==> config.mk <==
export PLATFORM = sky130hd
export DESIGN_NAME = led_seq_m
export DESIGN_NICKNAME = d
export VERILOG_FILES = /design/src/rtl/led_seq_pkg.sv /design/src/rtl/tick_gen_m.sv /design/src/rtl/led_seq_m.sv
export SDC_FILE = /design/constraint.sdc
export NUM_CORES = 1
export LEC_CHECK = 0
export CAP_MARGIN = 20
export CORE_ASPECT_RATIO = 0.8
export CORE_MARGIN = 1.5
export CORE_UTILIZATION = 56
export DETAILED_ROUTE_END_ITERATION = 8
export GPL_TIMING_DRIVEN = 1
export PLACE_DENSITY = 0.87
export SYNTH_ARGS = -nofsm -noshare
export SYNTH_HDL_FRONTEND = slang
export SYNTH_SLANG_ARGS = --single-unit
==> constraint.sdc <==
create_clock -name i_clk0 -period 7.2 [get_ports i_clk0]
set_input_delay 0.72 -clock i_clk0 [delete_from_list [all_inputs] [get_ports i_clk0]]
set_output_delay 0.72 -clock i_clk0 [all_outputs]
set_load 0.005 [all_outputs]
==> src/rtl/led_seq_pkg.sv <==
// Shared types for the LED sequencer: command field layout, mode and FSM encodings.
// Combinational helpers only; no latency, no backpressure.
package led_seq_pkg;

    typedef enum logic [1:0] {
        MODE_STATIC = 2'b00,
        MODE_BLINK  = 2'b01,
        MODE_CHASE  = 2'b10,
        MODE_PWM    = 2'b11
    } mode_e;

    typedef enum logic {
        ST_RUN  = 1'b0,
        ST_LOAD = 1'b1
    } state_e;

    localparam int unsigned PAT_LSB  = 0;
    localparam int unsigned PAT_W    = 8;
    localparam int unsigned DUTY_LSB = 8;
    localparam int unsigned DUTY_W   = 8;
    localparam int unsigned PER_LSB  = 16;
    localparam int unsigned PER_W    = 8;
    localparam int unsigned MODE_LSB = 24;
    localparam int unsigned MODE_W   = 2;

    function automatic logic [7:0] led_of(
        input mode_e      mode,
        input logic [7:0] pattern,
        input logic [7:0] duty,
        input logic       phase,
        input logic [7:0] chase,
        input logic [7:0] pwm
    );
        case (mode)
            MODE_STATIC: return pattern;
            MODE_BLINK:  return phase ? pattern : 8'h00;
            MODE_CHASE:  return chase;
            default:     return pattern & {8{pwm < duty}};
        endcase
    endfunction

endpackage

==> src/rtl/tick_gen_m.sv <==
// Prescaler: o_tick is high for one clock every PRESCALE clocks; i_clr restarts the count.
// o_tick decodes the registered count (no input-to-output path); never stalls.
module tick_gen_m #(
    parameter int unsigned PRESCALE = 100000
) (
    input  logic i_clk0,
    input  logic i_rst,
    input  logic i_clr,
    output logic o_tick
);

    localparam int unsigned CW = (PRESCALE > 2) ? $clog2(PRESCALE) : 1;
    localparam logic [CW-1:0] LAST = CW'(PRESCALE - 1);

    logic [CW-1:0] cnt_q;
    logic [CW-1:0] cnt_d;

    assign o_tick = (cnt_q == LAST);

    always_comb begin
        cnt_d = (i_clr || o_tick) ? '0 : cnt_q + CW'(1);
    end

    always_ff @(posedge i_clk0) begin
        if (i_rst) cnt_q <= '0;
        else       cnt_q <= cnt_d;
    end

endmodule

==> src/rtl/led_seq_m.sv <==
// LED sequencer (static/blink/chase/PWM); o_led shows a new command 2 clocks after accept.
// Ready drops for the single LOAD cycle after each accept; valid during LOAD waits.
module led_seq_m
    import led_seq_pkg::*;
#(
    parameter int unsigned PRESCALE = 100000
) (
    input  logic        i_clk0,
    input  logic        i_rst,
    input  logic        i_cmd_valid,
    input  logic [31:0] i_cmd,
    output logic        o_cmd_ready,
    output logic [7:0]  o_led,
    output logic [31:0] o_status
);

    state_e      state_q;
    logic [31:0] cmd_q;
    logic [7:0]  step_q, step_d;
    logic [7:0]  chase_q, chase_d;
    logic [7:0]  pwm_q, pwm_d;
    logic [7:0]  led_q, led_d;
    logic        phase_q, phase_d;

    logic        load;
    logic        accept;
    logic        tick;
    logic        step;
    logic [7:0]  pattern, duty, period, step_last;
    mode_e       mode;

    assign load        = (state_q == ST_LOAD);
    assign o_cmd_ready = (state_q == ST_RUN);
    assign accept      = i_cmd_valid && o_cmd_ready;
    assign o_led       = led_q;
    assign o_status    = cmd_q;

    tick_gen_m #(.PRESCALE(PRESCALE)) u_tick (
        .i_clk0 (i_clk0),
        .i_rst  (i_rst),
        .i_clr  (load),
        .o_tick (tick)
    );

    always_comb begin
        pattern   = cmd_q[PAT_LSB  +: PAT_W];
        duty      = cmd_q[DUTY_LSB +: DUTY_W];
        period    = cmd_q[PER_LSB  +: PER_W];
        mode      = mode_e'(cmd_q[MODE_LSB +: MODE_W]);
        step_last = (period == 8'd0) ? 8'd0 : period - 8'd1;
        step      = tick && (step_q == step_last);

        // LOAD restarts every timer from the freshly captured command; a step landing here is dropped.
        if (load) begin
            step_d  = 8'd0;
            phase_d = 1'b1;
            chase_d = pattern;
            pwm_d   = 8'd0;
        end else begin
            step_d  = tick ? (step ? 8'd0 : step_q + 8'd1) : step_q;
            phase_d = phase_q ^ step;
            chase_d = step ? {chase_q[6:0], chase_q[7]} : chase_q;
            pwm_d   = pwm_q + 8'd1;
        end

        // Built from cmd_q, never i_cmd, so the LED drive is fully registered.
        led_d = led_of(mode, pattern, duty, phase_d, chase_d, pwm_d);
    end

    always_ff @(posedge i_clk0) begin
        if (i_rst) begin
            state_q <= ST_LOAD;
            cmd_q   <= '0;
            step_q  <= '0;
            phase_q <= 1'b0;
            chase_q <= '0;
            pwm_q   <= '0;
            led_q   <= '0;
        end else begin
            if (state_q == ST_RUN) begin
                if (accept) begin
                    cmd_q   <= i_cmd;
                    state_q <= ST_LOAD;
                end
            end else begin
                state_q <= ST_RUN;
            end
            step_q  <= step_d;
            phase_q <= phase_d;
            chase_q <= chase_d;
            pwm_q   <= pwm_d;
            led_q   <= led_d;
        end
    end

endmodule

### After elaboration in Yosys (flattened, before gate mapping)

Index checks and enable logic that the tools add are counted.

* bits in registers: 83
* latch bits: 0
* memory bits (writable): 0
* memory bits (read-only): 0
* input bits: 35
* output and inout bits: 41
* logic and storage cells: 38
* memories: 0

* add/subtract/negate cells: 4
* multiply operators: 0
* div/mod/pow operators: 0
* order comparisons: 1
* equality and inequality tests: 4
* shift operators: 0
* multiplexer cells: 10
* bitwise logic cells: 3
* reduce and logical (&&, ||, !) cells: 8

Operators with widths (number)
* 8-bit 2-to-1 mux: 6
* 8-bit case mux with 3 select lines: 1
* 17-bit by 1-bit adder with 17-bit output, second input constant: 1
* 17-bit equality test, second input constant: 1
* 8-bit by 1-bit adder with 8-bit output, second input constant: 2
* 8-bit AND: 1
* 8-bit equality test: 1
* 8-bit zero test: 1
* 8-bit < comparator: 1
* 8-bit by 1-bit subtractor with 8-bit output, second input constant: 1
* 2-bit OR reduction: 2
* 1-bit 2-to-1 mux: 3
* 2-bit by 1-bit equality test with 1-bit output, second input constant: 1
* 2-bit equality test, second input constant: 1
* 1-bit logical AND: 2
* 2-bit zero test: 1
* 2-bit AND reduction: 1
* 1-bit logical OR: 1
* 1-bit inverter: 1
* 1-bit XOR: 1

### Logic depth before layout (Yosys ltp)

Gate-level depths: netlist of the first run.

* depth in word-level cells: 8
* mapped depth: 11
* depth with buffers taken out: 10

### Modules after synthesis

From an unflattened synthesis of the first run, not the netlist that was laid out.

* cell total of the unflattened synthesis: 460
* area, all modules: 3842.4 µm²

Modules (own cells, without submodules)
* led_seq_m: instances 1, cells each 372, area an instance 3056.7 µm², seq. area each 1321.3 µm²
* tick_gen_m: instances 1, cells each 88, area an instance 785.8 µm², seq. area each 340.3 µm²

### Least setup slack after synthesis of the first run

OpenSTA, ideal clock, no wires.

* kind: flip-flop to flip-flop
* start point: register cmd_q[16] (netlist: o_status[16])
* end point: register chase_q[0]
* setup time: 0.086 ns
* data arrival time: 2.841 ns
* data required time: 7.114 ns
* setup slack: 4.274 ns
* cell stages (with the launch flop): 12
* period minus slack after synthesis: 2.926 ns
* cell sequence: dfxtp_1 > inv_1 > ha_1 > or4b_1 > buf_2 > o21a_1 > or3_4 > a2111oi_4 > nand3_4 > buf_6 > mux2i_1 > a211oi_1

* word-level cells in the longest chain between the ends: 6
* elaborated cells between the ends (all ways): 7
* classes of those cells: add/sub (1); eq/ne (1); mux (3); reduce/logical (2)

Ends and longest elaborated chain
* from (decl): line led_seq_m.sv:18 `logic [31:0] cmd_q;`
* from (signal assigned): line led_seq_m.sv:82 `cmd_q <= i_cmd;`
* 8-bit by 1-bit subtractor with 8-bit output / 8-bit zero test (equally long branches): line led_seq_m.sv:50 `step_last = (period == 8'd0) ? 8'd0 : period - 8'd1;`
* 8-bit 2-to-1 mux *: line led_seq_m.sv:50
* 8-bit equality test *: line led_seq_m.sv:51 `step = tick && (step_q == step_last);`
* 1-bit logical AND *: line led_seq_m.sv:51
* 8-bit 2-to-1 mux *: line led_seq_m.sv:62 `chase_d = step ? {chase_q[6:0], chase_q[7]} : chase_q;`
* 8-bit 2-to-1 mux *: line led_seq_m.sv:54 `if (load) begin`
* to (signal assigned): line led_seq_m.sv:90 `chase_q <= chase_d;`
* to (decl): line led_seq_m.sv:20 `logic [7:0] chase_q, chase_d;`

Mark *: on every way between the ends. The rest lies on a longest branch, timed or not.
A chain may end at the register's enable or synchronous reset.

### Worst setup path after layout of the first run

* start point: register cmd_q[16] (netlist: o_status[16])
* end point: register led_q[6] (netlist: o_led[6])

* word-level cells in the longest chain between the ends: 8
* elaborated cells between the ends (all ways): 11
* classes of those cells: add/sub (1); eq/ne (1); mux (6); bitwise (1); reduce/logical (2)

Ends and longest elaborated chain
* 8-bit by 1-bit subtractor with 8-bit output / 8-bit zero test (equally long branches): line led_seq_m.sv:50
* 8-bit 2-to-1 mux *: line led_seq_m.sv:50
* 8-bit equality test *: line led_seq_m.sv:51
* 1-bit logical AND *: line led_seq_m.sv:51
* 1-bit XOR: line led_seq_m.sv:61 `phase_d = phase_q ^ step;`
* 1-bit 2-to-1 mux: line led_seq_m.sv:54
* 8-bit 2-to-1 mux: line led_seq_pkg.sv:36 `MODE_BLINK: return phase ? pattern : 8'h00;`
* 8-bit case mux with 3 select lines *: line led_seq_pkg.sv:34 `case (mode)`
* to (signal assigned): line led_seq_m.sv:92 `led_q <= led_d;`
* to (decl): line led_seq_m.sv:22 `logic [7:0] led_q, led_d;`

Marked as above.

==> results of run 1 <==
-- worst paths after layout --
| kind | from | slack (ns) | depth (start not counted) | to |
|---|---|---|---|---|
| setup / recovery | o_status[16] | 3.96 | 9 | o_led[6] |
| hold reg to reg | o_status[28] | 0.46 | 2 | o_status[28] |
| hold / removal | o_status[28] | 0.46 | 2 | o_status[28] |
| setup reg to reg | o_status[16] | 3.96 | 9 | o_led[6] |
-- worst max-delay path, delay by kind of cell, from the launching register on --
| family | cells | cell delay, ns |
|---|---|---|
| adders and majority gates | 1 | 0.27 |
| and+or+nand+nor | 3 | 1.05 |
| buffers and inverters | 1 | 0.12 |
| DFF | 1 | 0.37 |
| AOI/OAI and AO/OA | 4 | 1.32 |
-- cell usage in the layout, fill, tap and decap left out, types with 4 or more instances in the layout --
cell,netlist,layout
mux2i_1,8,8
clkbuf_8,0,11
xor2_1,18,18
a21oi_1,40,40
nor2_1,43,43
nor3b_1,9,9
xnor2_1,7,7
inv_1,15,15
clkdlybuf4s50_1,0,74
o31ai_1,9,9
and3_1,6,6
dfxtp_1,83,83
nand4_1,8,8
nor3_1,9,9
and4_1,4,4
or3_1,7,7
nand3_1,17,17
mux2_2,8,8
nand2_1,94,94
o21ai_0,5,5
a21o_1,4,4
ha_1,11,11
a211oi_1,8,8
-- stage by stage --
stage | cell area [um^2] | total power [uW]
global route | 5040 | 1020
global placement | 4790 | 611
finish | 5040 | 987
detailed placement | 4790 | 614
CTS | 5020 | 989
floorplan | 4040 | 562
-- flip-flops by register name, summed over array words and instances (netlist names) --
| name | cells |
|---|---|
| chase_q | 8 |
| load | 1 |
| o_led | 8 |
| o_status | 32 |
| phase_q | 1 |
| pwm_q | 8 |
| step_q | 8 |
| u_tick.cnt_q | 17 |
-- power by group --
group / total [uW] / leakage (uW) / internal [uW] / switching, uW
Combinational: 118 / 0.00107 / 62.5 / 55.1
Sequential: 489 / 0.000675 / 473 / 16.4
Clock: 380 / 0.000113 / 214 / 166
Total: 987 / 0.00186 / 749 / 237
-- kinds of logic (layout without fill, tap and decap cells) --
| family | Yosys count | count (layout) | share of synthesized area |
|---|---|---|---|
| xor gates and xnor gates | 26 | 26 | 0.0597 |
| adders and majority gates | 11 | 11 | 0.0340 |
| and+or+nand+nor | 222 | 222 | 0.269 |
| buffers and inverters | 42 | 108 | 0.0433 |
| muxes | 17 | 17 | 0.0449 |
| AOI/OAI and AO/OA | 83 | 83 | 0.138 |
| DFF | 83 | 83 | 0.411 |
-- layer usage --
| layer | track usage | wire length [um] | vias to the layer above |
|---|---|---|---|
| li1 | - | - | 1793 |
| met1 | 0.333 | 4400 | 1750 |
| met2 | 0.412 | 4580 | 122 |
| met3 | 0.0563 | 515 | 18 |
| met4 | 0.0814 | 150 | 0 |
| met5 | 0 | 0 | - |
-- area by class of cell --
class                      instances  share of cell area
inverter                          15              0.0112
multi-input combinational        359               0.438
clock inverter                     4              0.0144
tap                               87              0.0216
sequential                        83               0.329
timing repair buffer              77               0.155
clock buffer                      12              0.0308
==> run metrics, run 1 <==
Fin Clk Skew=0.00942 ns; clk slew on worst S/H paths=0.08 ns; Post-Route WL=9650 um; CTS Sinks=83; multi-input logic area=0.00221 mm^2; Root Driver=clkbuf_8; Tcrit/Tclk final=0.450; vias per std cell=5.78; Leakage=0.00186 uW; PnR worst setup slack=3.96 ns; Placed Cells=620; number of global-route vias before repair=3403; Critical Path AT=3.47 ns; via count=3683; First DRT Iteration DRCs=228; CP Capture Type=flop; Placer Congestion=0.813; core area=0.00693 mm^2; CP peak stage delay=0.58 ns; Critical-path top delay cell=or4b_1; # port buffers=75; post-CTS sizing=0; remaining design rule violation count=0; worst slew pin tran=1.07 ns; worst hold slack=0.456 ns; top cells by area, synth=dfxtp_1 41%, nand2_1 8.7%, a21oi_1 5.0%; WS Path Type=reg -> reg; gr ovfl total=0; CTS Buf Count=9; sequential fraction of the synthesis area=0.411; Netlist cell types=56; commonest cells in the synthesized netlist=94 x nand2_1, 83 x dfxtp_1, 43 x nor2_1, 40 x a21oi_1, 23 x clkbuf_1; Layout Cells excl Fill=637; CP required=7.43 ns; RSZ-0062 raised after global routing=false; die width=98.0 um; setup bufs post-CTS=0; die footprint=0.00774 mm^2; Layout fillers=493; GRT Total Usage=0.252; Cells after Synth=484; final count of hold timing violations=0; Rows=27; Worst IR Drop VDD=0.000128 V; async set or reset register ratio after synthesis=0; crit path time final=3.24 ns; fmax=0.308 GHz; post-synth top area share=0.411; dpl ws=4.03 ns; Starting Density=0.584; first-pass GRT wire length=15800 um; max-slew violations=0; clock tree buffer depth=2; Routed Antenna Nets=0; maxcap violations=0; Util after Layout=0.728; HPWL after detailed placement=6660 um; Worst Hold Class=reg -> reg; result of the run=finished, final reports clean; synthesized area=0.00404 mm^2; largest net degree at the start of global routing=60; clock latency at the later pin of the worst-skew pair=0.36 ns; syn nets=530; Layout Area Growth over Synthesis=24.8%; most frequent cell after synthesis=nand2_1; #FFs+latches synth=83; Slew HR=0.289; crit-path max FO=9; ANT cells=0; Worst setup SP type=flop; CTS tree=yes; cell type with the largest total area after synthesis=dfxtp_1; nets=591; YS warnings=0; Die Y=79.0 um; crit-path cells=inv_1 > ha_1 > or4b_1 > o21a_1 > or3_4 > a2111oi_4 > a31oi_2 > o31ai_1 > nand3_1; initial antenna violation count=0; number of flops mapped to enable cells by yosys=0; total I/O pin count=76; # hold bufs at CTS=0; layout cells sized above 1=0.0709; Avg Inst Size Synth=8.35 um^2; PwrDens=196 mW/mm^2; Final setup viols=0; drt wl/cell=15.1 um; DRT Pass-1 Iters=5; most used flip-flop cell after synthesis=dfxtp_1; register area=0.00166 mm^2; TNS Setup=0 ns; H-tree depth=3
Note: power is estimated with default switching activity, not from simulation.
==> inputs of run 2 (changes only) <==
--- a/config.mk
+++ b/config.mk
@@ -8,10 +8,10 @@
 export CAP_MARGIN = 20
 export CORE_ASPECT_RATIO = 0.8
 export CORE_MARGIN = 1.5
-export CORE_UTILIZATION = 56
+export CORE_UTILIZATION = 52
 export DETAILED_ROUTE_END_ITERATION = 8
 export GPL_TIMING_DRIVEN = 1
-export PLACE_DENSITY = 0.87
+export PLACE_DENSITY = 0.82
 export SYNTH_ARGS = -nofsm -noshare
 export SYNTH_HDL_FRONTEND = slang
 export SYNTH_SLANG_ARGS = --single-unit
==> constraint.sdc (replaced) <==
create_clock -name i_clk0 -period 3.4 [get_ports i_clk0]
set_input_delay 0.34 -clock i_clk0 [delete_from_list [all_inputs] [get_ports i_clk0]]
set_output_delay 0.34 -clock i_clk0 [all_outputs]
set_load 0.005 [all_outputs]
==> run metrics, run 2 (synthesis gave the netlist of run 1 again) <==
Layout Area Growth over Synthesis=25.3%; crit-path cells=inv_1 > ha_1 > or4b_1 > o21a_1 > or3_4 > a2111oi_4 > nand3_4 > buf_12 > mux2i_1 > a211oi_1; RSZ-0062 raised after global routing=true; Worst Hold Class=in -> reg; Clk pwr share=0.360; Tcrit/Tclk final=0.956; Worst IR Drop VDD=0.000250 V; # port buffers=75; total I/O pin count=76; max FFs per register=32; Critical-path top delay cell=or4b_1; maxcap violations=0; gr ovfl total=0; vias per std cell=5.44; via count=3582; worst slew pin tran=0.944 ns; Final setup viols=0; First DRT Iteration DRCs=144; layout cells sized above 1=0.0778; crit path time final=3.25 ns; die footprint=0.00832 mm^2; most frequent cells in the layout=94 x nand2_1, 83 x dfxtp_1, 74 x clkdlybuf4s50_1; H-tree depth=3; most common cell after layout, fill and taps aside=nand2_1; clk slew on worst S/H paths=0.09 ns; CP peak stage delay=0.59 ns; Post-Route WL=9750 um; result of the run=finished, final reports clean; switching share of power=0.260; Final Cell Area=0.00506 mm^2; Critical Path AT=3.52 ns; PwrDens=398 mW/mm^2; CTS tree=yes; WS Path Type=reg -> reg; max-slew violations=0; Worst setup SP type=flop; CP required=3.67 ns; nets=594; Fin Clk Skew=0.0126 ns; Routed Antenna Nets=0; Rows=28; Placer Congestion=0.808; first-pass GRT wire length=15700 um; remaining design rule violation count=0; CTS Buf Count=9; worst hold slack=0.373 ns; combinational share of power=0.126; DRT Pass-1 Iters=4; ANT cells=0; post-placement cell area=0.00483 mm^2; clock tree buffer depth=2; fmax=0.308 GHz; Slew HR=0.369; die width=102 um; CTS Sinks=83; HPWL after detailed placement=6860 um; Root Driver=clkbuf_8; CP delay by family, top=simple AND/OR/NAND/NOR gates; Die Y=81.9 um; Sw Pwr=523 uW; Cell Int Power=1490 uW; number of global-route vias before repair=3389; Starting Density=0.542; core area=0.00746 mm^2; # hold bufs at CTS=0; final count of hold timing violations=0; Reg power frac=0.514; Leakage=0.00186 uW; clock latency at the later pin of the worst-skew pair=0.36 ns; CP Capture Type=flop; GRT Total Usage=0.244; largest net degree at the start of global routing=59; Buf/Inv on CP=2; initial antenna violation count=0; drt wl/cell=14.8 um; crit-path max FO=18
-- run 2: stage by stage --
step,std cells,setup slack (ns),setup TNS [ns],util,power (uW)
floorplan,484,0.474,0,-,1190
global placement,641,0.358,0,0.648,1300
detailed placement,641,0.199,0,0.648,1310
CTS,657,0.123,0,0.675,2020
global route,658,-0.00554,-0.00554,0.679,2100
finish,658,0.148,0,0.679,2010
-- run 2: final timing paths --
check / from / end / slack (ns) / cells past startpoint
worst max register to register: o_status[16] / chase_q[3] / 0.15 / 10
worst max-delay path: o_status[16] / chase_q[3] / 0.15 / 10
worst min-delay path: i_rst / step_q[0] / 0.37 / 3
worst min register to register: o_status[29] / o_status[29] / 0.46 / 2
-- run 2: area by class of cell --
class                   count  area (um^2)
fillers                   610         2400
clock inverters             6         65.1
inverters                  15         56.3
multi-input cells         359         2220
flip-flops and latches     83         1660
repair buffers             80          796
clock buffers              10          138
well taps                 105          131
-- run 2: what timing repair did --
item                       4_1_cts  5_1_grt
setup buffers                    0        1
gates resized for setup          0        1
setup endpoints to repair        0       10
-- run 2: power groups by stage --
stage	Clock [uW]	Sequential, uW	Combinational (uW)
2_1_floorplan	0	1050	144
6_report	726	1040	253
3_5_place_dp	0	1060	248
5_1_grt	777	1040	277
3_3_place_gp	0	1060	240
4_1_cts	739	1030	250
-- run 2: worst register-to-register path: cells and delay by family (launching register included) --
kind | cells | cell delay [ns]
adder cells (fa/ha/maj) | 1 | 0.27
AO/OA/AOI/OAI | 3 | 1.02
flip-flops | 1 | 0.37
buffers and inverters | 2 | 0.31
multiplexers | 1 | 0.13
AND/OR/NAND/NOR | 3 | 1.07
-- run 2: metal layers --
layer / track usage / vias up / wire length, um
li1: - / 1803 / -
met1: 0.314 / 1678 / 4390
met2: 0.399 / 93 / 4670
met3: 0.0655 / 8 / 583
met4: 0.0778 / 0 / 110
met5: 0 / - / 0
==> inputs of run 3 (changes only) <==
--- a/config.mk
+++ b/config.mk
@@ -9,9 +9,10 @@
 export CORE_ASPECT_RATIO = 0.8
 export CORE_MARGIN = 1.5
 export CORE_UTILIZATION = 52
+export CTS_CLUSTER_SIZE = 8
 export DETAILED_ROUTE_END_ITERATION = 8
 export GPL_TIMING_DRIVEN = 1
-export PLACE_DENSITY = 0.82
+export PLACE_DENSITY_LB_ADDON = 0.15
 export SYNTH_ARGS = -nofsm -noshare
 export SYNTH_HDL_FRONTEND = slang
 export SYNTH_SLANG_ARGS = --single-unit
==> run metrics, run 3 (synthesis gave the netlist of run 1 again) <==
Starting Density=0.542; number of global-route vias before repair=3244; hold_sp=i_rst; Tcrit/Tclk final=0.941; Routed Antenna Nets=0; CTS Sinks=83; First DRT Iteration DRCs=179; result of the run=finished, final reports clean; initial antenna violation count=0; Worst Hold Class=in -> reg; drt wl/cell=14.3 um; core area=0.00746 mm^2; Reg power frac=0.516; Root Driver=clkbuf_8; largest net degree at the start of global routing=47; vias per std cell=5.40; H-tree depth=3; PwrDens=394 mW/mm^2; combinational share of power=0.126; Rows=28; Layout Cells excl Fill=660; CP delay by family, top=simple AND/OR/NAND/NOR gates; Worst setup startpoint=o_status[16]; Critical-path top delay cell=or4b_1; switching share of power=0.253; worst slew pin tran=0.648 ns; layout cells sized above 1=0.0793; nets=596; Fin Clk Skew=0.00662 ns; Post-Route WL=9450 um; fmax=0.313 GHz; worst hold slack=0.328 ns; maxcap violations=0; GRT Total Usage=0.233; Buf/Inv on CP=1; CTS tree=yes; crit-path cells=inv_1 > ha_1 > or4b_1 > o21a_1 > or3_4 > a2111oi_4 > and4_1 > o31ai_1 > nand3_1; Layout Area Growth over Synthesis=25.7%; Clk pwr share=0.358; CTS Buf Count=9; DRT Pass-1 Iters=4; clock tree buffer depth=2; crit path time final=3.20 ns; crit-path max FO=9; Worst IR Drop VDD=0.000244 V; final count of hold timing violations=0; Reg-to-Reg Start=o_status[16]; multi-input logic area=0.00222 mm^2; WS Path Type=reg -> reg; via count=3562; Sw Pwr=507 uW; die footprint=0.00832 mm^2; CP required=3.70 ns; max-slew violations=0; Critical Path AT=3.49 ns; # port buffers=75; RSZ-0062 raised after global routing=false; PnR worst setup slack=0.201 ns; clock latency at the later pin of the worst-skew pair=0.35 ns; clk slew on worst S/H paths=0.08 ns; Placer Congestion=0.836; Die Y=81.9 um; most frequent cells in the layout=94 x nand2_1, 83 x dfxtp_1, 74 x clkdlybuf4s50_1; first-pass GRT wire length=15200 um; gr ovfl total=0; dpl ws=0.214 ns; die width=102 um; HPWL after detailed placement=6700 um; Cell Int Power=1500 uW; Util after Layout=0.681; ANT cells=0; Layout fillers=626; most common cell after layout, fill and taps aside=nand2_1; CP peak stage delay=0.58 ns; Final setup viols=0; max FFs per register=32; remaining design rule violation count=0; Leakage=0.00187 uW; total I/O pin count=76; register area=0.00166 mm^2; CP Capture Type=flop; Slew HR=0.566; Placed Cells=643; # hold bufs at CTS=0; Worst setup SP type=flop; TNS Setup=0 ns
-- run 3: cell types whose count changed in the layout (fill, tap and decap cells not counted) --
cell	change
buf_4	+2
clkbuf_1	+1
clkinv_2	-1
clkinvlp_4	-1
inv_6	+1
-- run 3: power groups by stage --
| stage | Combinational [uW] | Sequential [uW] | Clock (uW) |
|---|---|---|---|
| 3_5_place_dp | 248 | 1060 | 0 |
| 4_1_cts | 250 | 1030 | 733 |
| 3_3_place_gp | 243 | 1060 | 0 |
| 6_report | 253 | 1030 | 717 |
| 5_1_grt | 278 | 1040 | 773 |
| 2_1_floorplan | 144 | 1050 | 0 |
-- run 3: through the flow --
step	area, um^2	power (uW)
finish	5080	2000
global route	5080	2090
detailed placement	4850	1310
CTS	5050	2020
floorplan	4040	1190
global placement	4850	1300
-- run 3: path summary, 6_finish.rpt --
path | endpoint | slack, ns | depth (start not counted)
worst max-delay path | o_led[1] | 0.20 | 9
worst min-delay path | o_status[15] | 0.33 | 2
worst max register to register | o_led[1] | 0.20 | 9
worst min register to register | o_status[27] | 0.46 | 2
-- run 3: area by class of cell --
type,instances,area share
Clock inverter,5,0.0121
Inverter,15,0.0111
Sequential cell,83,0.327
Timing Repair Buffer,82,0.160
Tap cell,105,0.0259
Clock buffer,11,0.0278
Multi-Input combinational cell,359,0.436
-- run 3: timing repair --
action | CTS | global route
setup endpoints to repair | 0 | 5
hold endpoints to repair | 0 | 0
buffers inserted | 0 | 1
resized for setup | 0 | 1
-- run 3: layer usage --
layer | wire [um] | global-route usage | up-vias
li1 | - | - | 1800
met5 | 0 | 0 | -
met2 | 4310 | 0.369 | 98
met3 | 533 | 0.0468 | 9
met1 | 4520 | 0.318 | 1655
met4 | 90 | 0.0764 | 0
